[src/rtl/vram_arbiter.sv]
// Two-requester VRAM port arbiter: round-robin ownership with a bounded burst,
// registered VRAM command outputs, and read data routed back to the issuer.
module vram_arbiter #(
    parameter int ADDR_WIDTH = 15,
    parameter int DATA_WIDTH = 8,
    parameter int MAX_BURST  = 16
) (
    input  logic                  clk,
    input  logic                  reset,

    input  logic                  req0_valid,
    input  logic                  req0_we,
    input  logic [ADDR_WIDTH-1:0] req0_addr,
    input  logic [DATA_WIDTH-1:0] req0_wdata,
    output logic                  req0_ready,
    output logic [DATA_WIDTH-1:0] req0_rdata,
    output logic                  req0_rvalid,

    input  logic                  req1_valid,
    input  logic                  req1_we,
    input  logic [ADDR_WIDTH-1:0] req1_addr,
    input  logic [DATA_WIDTH-1:0] req1_wdata,
    output logic                  req1_ready,
    output logic [DATA_WIDTH-1:0] req1_rdata,
    output logic                  req1_rvalid,

    output logic                  vram_we,
    output logic [ADDR_WIDTH-1:0] vram_addr,
    output logic [DATA_WIDTH-1:0] vram_wdata,
    output logic                  vram_re,
    input  logic [DATA_WIDTH-1:0] vram_rdata
);

    localparam int CNT_W = (MAX_BURST > 1) ? $clog2(MAX_BURST) : 1;
    localparam logic [CNT_W-1:0] CNT_LAST = CNT_W'(MAX_BURST - 1);

    typedef enum logic [1:0] {
        IDLE   = 2'd0,
        GRANT0 = 2'd1,
        GRANT1 = 2'd2
    } state_t;

    state_t            state_q, state_d;
    logic [CNT_W-1:0]  burst_q, burst_d;
    logic              last_q, last_d;

    logic                  vram_we_q, vram_re_q;
    logic [ADDR_WIDTH-1:0] vram_addr_q;
    logic [DATA_WIDTH-1:0] vram_wdata_q;

    logic                  rd_vld_p1_q;
    logic                  rd_id_p1_q;
    logic                  rvalid0_q, rvalid1_q;
    logic [DATA_WIDTH-1:0] rdata0_q, rdata1_q;

    logic                  acc0, acc1, acc_any;
    logic                  cmd_we;
    logic [ADDR_WIDTH-1:0] cmd_addr;
    logic [DATA_WIDTH-1:0] cmd_wdata;

    // Ready comes from the grant state alone so it never loops back on valid.
    assign req0_ready = (state_q == GRANT0);
    assign req1_ready = (state_q == GRANT1);
    assign acc0       = req0_ready & req0_valid;
    assign acc1       = req1_ready & req1_valid;
    assign acc_any    = acc0 | acc1;
    assign cmd_we     = acc1 ? req1_we    : req0_we;
    assign cmd_addr   = acc1 ? req1_addr  : req0_addr;
    assign cmd_wdata  = acc1 ? req1_wdata : req0_wdata;

    // Grant state, burst counter and round-robin owner registers.
    always_ff @(posedge clk) begin
        if (reset) begin
            state_q <= IDLE;
            burst_q <= '0;
            last_q  <= 1'b1;
        end else begin
            state_q <= state_d;
            burst_q <= burst_d;
            last_q  <= last_d;
        end
    end

    // Next grant: bounded burst while the other side waits, zero-gap handover.
    always_comb begin
        state_d = state_q;
        burst_d = burst_q;
        last_d  = last_q;
        case (state_q)
            IDLE: begin
                burst_d = '0;
                if (req0_valid && (!req1_valid || last_q)) begin
                    state_d = GRANT0;
                    last_d  = 1'b0;
                end else if (req1_valid) begin
                    state_d = GRANT1;
                    last_d  = 1'b1;
                end
            end
            GRANT0: begin
                if (req0_valid) begin
                    if (burst_q == CNT_LAST && req1_valid) begin
                        state_d = GRANT1;
                        burst_d = '0;
                        last_d  = 1'b1;
                    end else if (burst_q != CNT_LAST) begin
                        burst_d = burst_q + CNT_W'(1);
                    end
                end else if (req1_valid) begin
                    state_d = GRANT1;
                    burst_d = '0;
                    last_d  = 1'b1;
                end else begin
                    state_d = IDLE;
                    burst_d = '0;
                end
            end
            GRANT1: begin
                if (req1_valid) begin
                    if (burst_q == CNT_LAST && req0_valid) begin
                        state_d = GRANT0;
                        burst_d = '0;
                        last_d  = 1'b0;
                    end else if (burst_q != CNT_LAST) begin
                        burst_d = burst_q + CNT_W'(1);
                    end
                end else if (req0_valid) begin
                    state_d = GRANT0;
                    burst_d = '0;
                    last_d  = 1'b0;
                end else begin
                    state_d = IDLE;
                    burst_d = '0;
                end
            end
            default: begin
                state_d = IDLE;
                burst_d = '0;
            end
        endcase
    end

    // Register the accepted beat onto the VRAM port; strobes drop when idle.
    always_ff @(posedge clk) begin
        if (reset) begin
            vram_we_q    <= 1'b0;
            vram_re_q    <= 1'b0;
            vram_addr_q  <= '0;
            vram_wdata_q <= '0;
        end else begin
            vram_we_q <= acc_any & cmd_we;
            vram_re_q <= acc_any & ~cmd_we;
            if (acc_any) begin
                vram_addr_q  <= cmd_addr;
                vram_wdata_q <= cmd_wdata;
            end
        end
    end

    // Read tag pipeline: the tag rides with the strobe, then steers the
    // returning VRAM word to the issuing requester.
    always_ff @(posedge clk) begin
        if (reset) begin
            rd_vld_p1_q <= 1'b0;
            rd_id_p1_q  <= 1'b0;
            rvalid0_q   <= 1'b0;
            rvalid1_q   <= 1'b0;
            rdata0_q    <= '0;
            rdata1_q    <= '0;
        end else begin
            rd_vld_p1_q <= acc_any & ~cmd_we;
            rd_id_p1_q  <= acc1;
            rvalid0_q   <= rd_vld_p1_q & ~rd_id_p1_q;
            rvalid1_q   <= rd_vld_p1_q & rd_id_p1_q;
            if (rd_vld_p1_q && !rd_id_p1_q) rdata0_q <= vram_rdata;
            if (rd_vld_p1_q && rd_id_p1_q)  rdata1_q <= vram_rdata;
        end
    end

    assign vram_we     = vram_we_q;
    assign vram_re     = vram_re_q;
    assign vram_addr   = vram_addr_q;
    assign vram_wdata  = vram_wdata_q;
    assign req0_rvalid = rvalid0_q;
    assign req1_rvalid = rvalid1_q;
    assign req0_rdata  = rdata0_q;
    assign req1_rdata  = rdata1_q;

endmodule
[config.mk]
export PLATFORM = sky130hd
export DESIGN_NAME = vram_arbiter
export DESIGN_NICKNAME = d
export VERILOG_FILES = /design/src/rtl/vram_arbiter.sv
export SDC_FILE = /design/constraint.sdc
export NUM_CORES = 1
export LEC_CHECK = 0
export ABC_CLOCK_PERIOD_IN_PS = 2330
export CORE_MARGIN = 2
export CORE_UTILIZATION = 40
export CTS_CLUSTER_DIAMETER = 80
export DETAILED_ROUTE_END_ITERATION = 10
export PLACE_DENSITY = 0.84
export SLEW_MARGIN = 20
export SYNTH_ARGS = -nofsm -noshare
export SYNTH_HDL_FRONTEND = slang
export SYNTH_SLANG_ARGS = --single-unit
[constraint.sdc]
create_clock -name clk -period 2.33 [get_ports clk]
set_clock_uncertainty 0.2 [all_clocks]
set_input_delay 0.3495 -clock clk [delete_from_list [all_inputs] [get_ports clk]]
set_output_delay 0.3495 -clock clk [all_outputs]
set_load 0.01 [all_outputs]
**Word-level counts from Yosys, hierarchy flattened**

Index checks and enable logic that the tools add are counted.

- Flip-flop bits (word level): 51
- Latch bits: 0
- Bits in writable memories: 0
- ROM bits: 0
- Bits of input ports: 60
- Output and inout bits: 45
- Logic and storage cells: 68
- Memories kept: 0

- Add/subtract/negate cells: 1
- Multiply operators: 0
- Div/mod/pow operators: 0
- Order comparisons: 0
- Eq/ne operators: 8
- Shift-type cells: 0
- Mux-type cells: 26
- Bitwise logic cells: 9
- Reduce and logical (&&, ||, !) cells: 12

Operators with widths:

| operator | count |
|---|---|
| $mux W4 | 5 |
| $mux W15 | 1 |
| $mux W2 | 7 |
| $mux W1 | 9 |
| $mux W8 | 1 |
| $pmux W4 S2 | 1 |
| $and A1 B1 Y1 | 6 |
| $ne A3 B2 Y1 const B | 2 |
| $ne A3 B3 Y1 const B | 2 |
| $pmux W2 S3 | 1 |
| $logic_and A1 B1 Y1 | 5 |
| $add A4 B1 Y4 const B | 1 |
| $eq A4 B4 Y1 const B | 1 |
| $ne A4 B4 Y1 const B | 1 |
| $reduce_and A4 Y1 | 1 |
| $pmux W1 S3 | 1 |
| $reduce_and A3 Y1 | 1 |
| $reduce_bool A3 Y1 | 1 |
| $eq A2 B1 Y1 const B | 1 |
| $eq A2 B2 Y1 const B | 1 |
| $logic_not A1 Y1 | 2 |
| $logic_not A2 Y1 | 1 |
| $not A1 Y1 | 2 |
| $logic_or A1 B1 Y1 | 1 |
| $or A1 B1 Y1 | 1 |

**Longest topological paths before layout**

- Depth after elaboration: 5
- Depth in mapped cells: 7
- Gate-level depth less buffers: 6

**Worst setup path after synthesis**

No wires, ideal clock.

- Path type: register to register
- Start point: reg state_q[0]
- End point: reg state_q[0]
- Setup time: 72 ps
- Arrival time: 1640 ps
- Data required time: 2058 ps
- Setup slack: 418 ps
- Stages on the path, launching flop included: 8
- Buffers on the path: 1
- Clock period less this slack: 1912 ps
- Cells stage by stage: dfxtp_1 -> inv_1 -> ha_1 -> and2_1 -> buf_6 -> a32o_1 -> a21oi_1 -> mux2i_1

- Word-level cells in the longest chain between the ends: 3
- Elaborated cells on any way between the ends: 8
- Classes of those cells: eq/ne: 5; mux: 1; reduce/logical: 2

RTL lines:

| item | line | source |
|---|---|---|
| start, declared | 43 | `state_t state_q, state_d;` |
| start signal, assigned | 78 | `state_q <= state_d;` |
| $eq A2 B2 Y1 (*) | n/a |  |
| net req1_ready | 23 | `output logic req1_ready,` |
| $ne A3 B2 Y1 (no source line) | n/a |  |
| $reduce_and A3 Y1 (no source line) | n/a |  |

Mark *: on every way through the listed nets, which the timed path passes. The rest lies on a longest branch.
A chain may end at the register's enable or synchronous reset.

**Worst setup path after layout**

- Start point: reg state_q[1]
- End point: out req0_ready

- Word-level cells in the longest chain between the ends: 1

RTL lines:

| item | line | source |
|---|---|---|
| $eq A2 B1 Y1 | 62 | `assign req0_ready = (state_q == GRANT0);` |
| end, declared | 15 | `output logic req0_ready,` |

No other way between the ends.

==> metrics <==
Resized Gates After CTS=0; Netlist cell types=30; most frequent cell after synthesis=nand2_1; diodes inserted=0; Synth Register Bits=51; hold crit path type=flip-flop to flip-flop; post-synth top area share=0.469; Die Ht=77.8 um; Post-Syn Nets=334; fillers=415; yosys warns=0; area leader, netlist=dfxtp_1; DP Worst Slack=0.204 ns; synthesis-to-layout area growth=56.9%; Post-synth top cells=nand2_1 (72), dfxtp_1 (51), nor2_1 (33); worst IR drop on VDD=0.559 mV; status=finished clean; routed length on met2=2990 um; CTS Hold Bufs=0; clk sink count=51; worst endpoint required time=1.78 ns; TritonCTS clock tree=yes; Final Wtd Congestion=0.878; post-route cell area=0.00341 mm2; Core ar.=0.00517 mm2; Slew Viols, Final=0; initial antenna violation count=0; proportion of synthesized chip area in sequential cells=0.469; RSZ-0062 raised after global routing=false; initial drt markers=68; Cell Rows=26; WS Path Type=flip-flop to output pin; fmax=0.460 GHz; DIE AREA=0.00605 mm2; asr flop ratio synth=0; CP endpoint=req0_ready; nets@finish=433; GRT Total Usage=0.193; area post-placement=0.00328 mm2; startpoint types=flip-flop; grt ovf=0; H-tree depth=2; Metal-1 WL=2560 um; WL per Instance=13.4 um; Syn Area/Cell=8.09 um2; Top Layer Used=met4; sequential cell area=0.00102 mm2; capture point of the worst reg-to-reg path=state_q[1]; I/O pin total=105; # DRC=0; PwrDens=943 mW/mm2; first-pass GRT wire length=9360 um; minimum clock period=2.17 ns; remaining antenna violation count after routing=0; Detail Route met3 WL=309 um; CP endpoint kind=output pin; synthesized instance count=269; FF-to-FF Start=state_q[0]; proportion of layout cells with a drive suffix above 1=0.0515; Max-slew headroom=0.623; vias in the first global route=1997; multi-input logic area=0.00106 mm2; EDFF count, synth=0; endpoints failing setup=0; fin util=0.660; via count=2201; maxcap violations=0; Final Hold Viols=0; final worst setup slack=0.158 ns; period utilisation layout=0.932; worst-skew pair later-pin latency=0.30 ns; Worst setup startpoint=state_q[1]; Post-CTS Setup Bufs=0; ys flop type=dfxtp_1; Clock transition at path regs=0.10 ns; Worst-Margin Slew=0.565 ns; R2R setup slack=0.35 ns; Initial Utilization=0.421; largest net degree at the start of global routing=45; Port Buf Inserts=104; Via density=5.01; ranking of synthesized cells by area=dfxtp_1 (47%), nand2_1 (12%), a311oi_1 (9.3%), nor2_1 (5.7%), a21oi_1 (4.4%); Post-DP HPWL=4230 um; arrival time worst endpoint=1.62 ns; accumulated negative setup slack=0 ns; die width=77.8 um; Reg2Reg Depth=6; Pleak=1.23 nW; cell area after synthesis=0.00218 mm2; CTS Buffer Depth=2; routed wire length=5900 um; crit-path max FO=7; Inserted Clock Buffers=5; clk root buf=clkbuf_8; drt pass-1 iters=4
==> worst min path at each step <==
stage,start,end,cells after the start
after floorplan,req0_rdata[0],req0_rdata[0],2
after global placement,req1_rdata[7],req1_rdata[7],2
after detailed placement,req0_rdata[3],req0_rdata[3],2
after CTS,req0_rdata[3],req0_rdata[3],2
after global routing,req0_rdata[0],req0_rdata[0],2
final,req0_rdata[7],req0_rdata[7],2
==> final cells by class <==
type / instances / share of cell area
Clock buffer: 5 / 0.0202
Inverter: 2 / 0.00220
Sequential cell: 51 / 0.299
Tap cell: 70 / 0.0257
Timing Repair Buffer: 111 / 0.322
Multi-Input combinational cell: 197 / 0.311
Clock inverter: 3 / 0.0198
==> critical path, stage by stage (launching register included) <==
cell and delay (ns):
dfxtp_1 0.35, inv_1 0.09, ha_1 0.29, clkdlybuf4s50_1 0.59
==> metrics by stage <==
step | power (mW) | std cells | hold WS, ns
2_1_floorplan | 1.92 | 269 | 0.281
3_3_place_gp | 2.49 | 431 | 0.242
3_5_place_dp | 2.52 | 431 | 0.247
4_1_cts | 3.25 | 439 | 0.260
5_1_grt | 3.43 | 439 | 0.282
6_report | 3.22 | 439 | 0.259
==> cell families (layout without fill, tap and decap cells) <==
family / Yosys count / after routing / share of synthesized area
buf+inv: 21 / 121 / 0.0431
mux: 5 / 5 / 0.0230
xor+xnor: 1 / 1 / 0.00403
simple gates: 137 / 137 / 0.269
fa+ha+maj: 5 / 5 / 0.0288
compound gates: 49 / 49 / 0.163
flops: 51 / 51 / 0.469
==> registers in the layout, indices dropped and copies added, names as in the netlist <==
register,cells
burst_q,4
vram_we,1
req1_rdata,8
req1_rvalid,1
rd_vld_p1_q,1
rd_id_p1_q,1
last_q,1
vram_wdata,8
req0_rdata,8
req0_rvalid,1
state_q,2
vram_addr,15
==> cell usage in the layout (no fill, tap or decap) <==
master / count
clkdlybuf4s50_1: 103
nand2_1: 72
dfxtp_1: 51
nor2_1: 33
a311oi_1: 23
a21oi_1: 19
nand3_1: 11
buf_4: 6
nand2b_1: 5
mux2i_1: 5
ha_1: 5
clkbuf_8: 5
nor3_1: 3
inv_1: 2
nand2_2: 2
nor2b_1: 2
nand4_1: 2
nand3b_1: 2
nor3b_1: 2
a31oi_1: 2
bufinv_16: 2
and2_1: 1
o21ai_0: 1
a311o_1: 1
a32o_1: 1
a211o_1: 1
a211oi_2: 1
xnor2_1: 1
or2b_1: 1
or4_1: 1
clkinvlp_4: 1
buf_2: 1
buf_12: 1
==> power breakdown <==
group / internal, mW / switching [mW] / total (mW)
clock: 0.428 / 0.290 / 0.719
combinational: 0.693 / 0.634 / 1.33
sequential: 1.06 / 0.115 / 1.17
total: 2.18 / 1.04 / 3.22
==> per-layer routing <==
metal / vias to the layer above / global-route usage
met5: - / 0
met4: 0 / 0.0589
met3: 2 / 0.0442
met2: 68 / 0.337
met1: 1008 / 0.233
li1: 1123 / -
No activity file was read; power rests on OpenSTA's default activity.
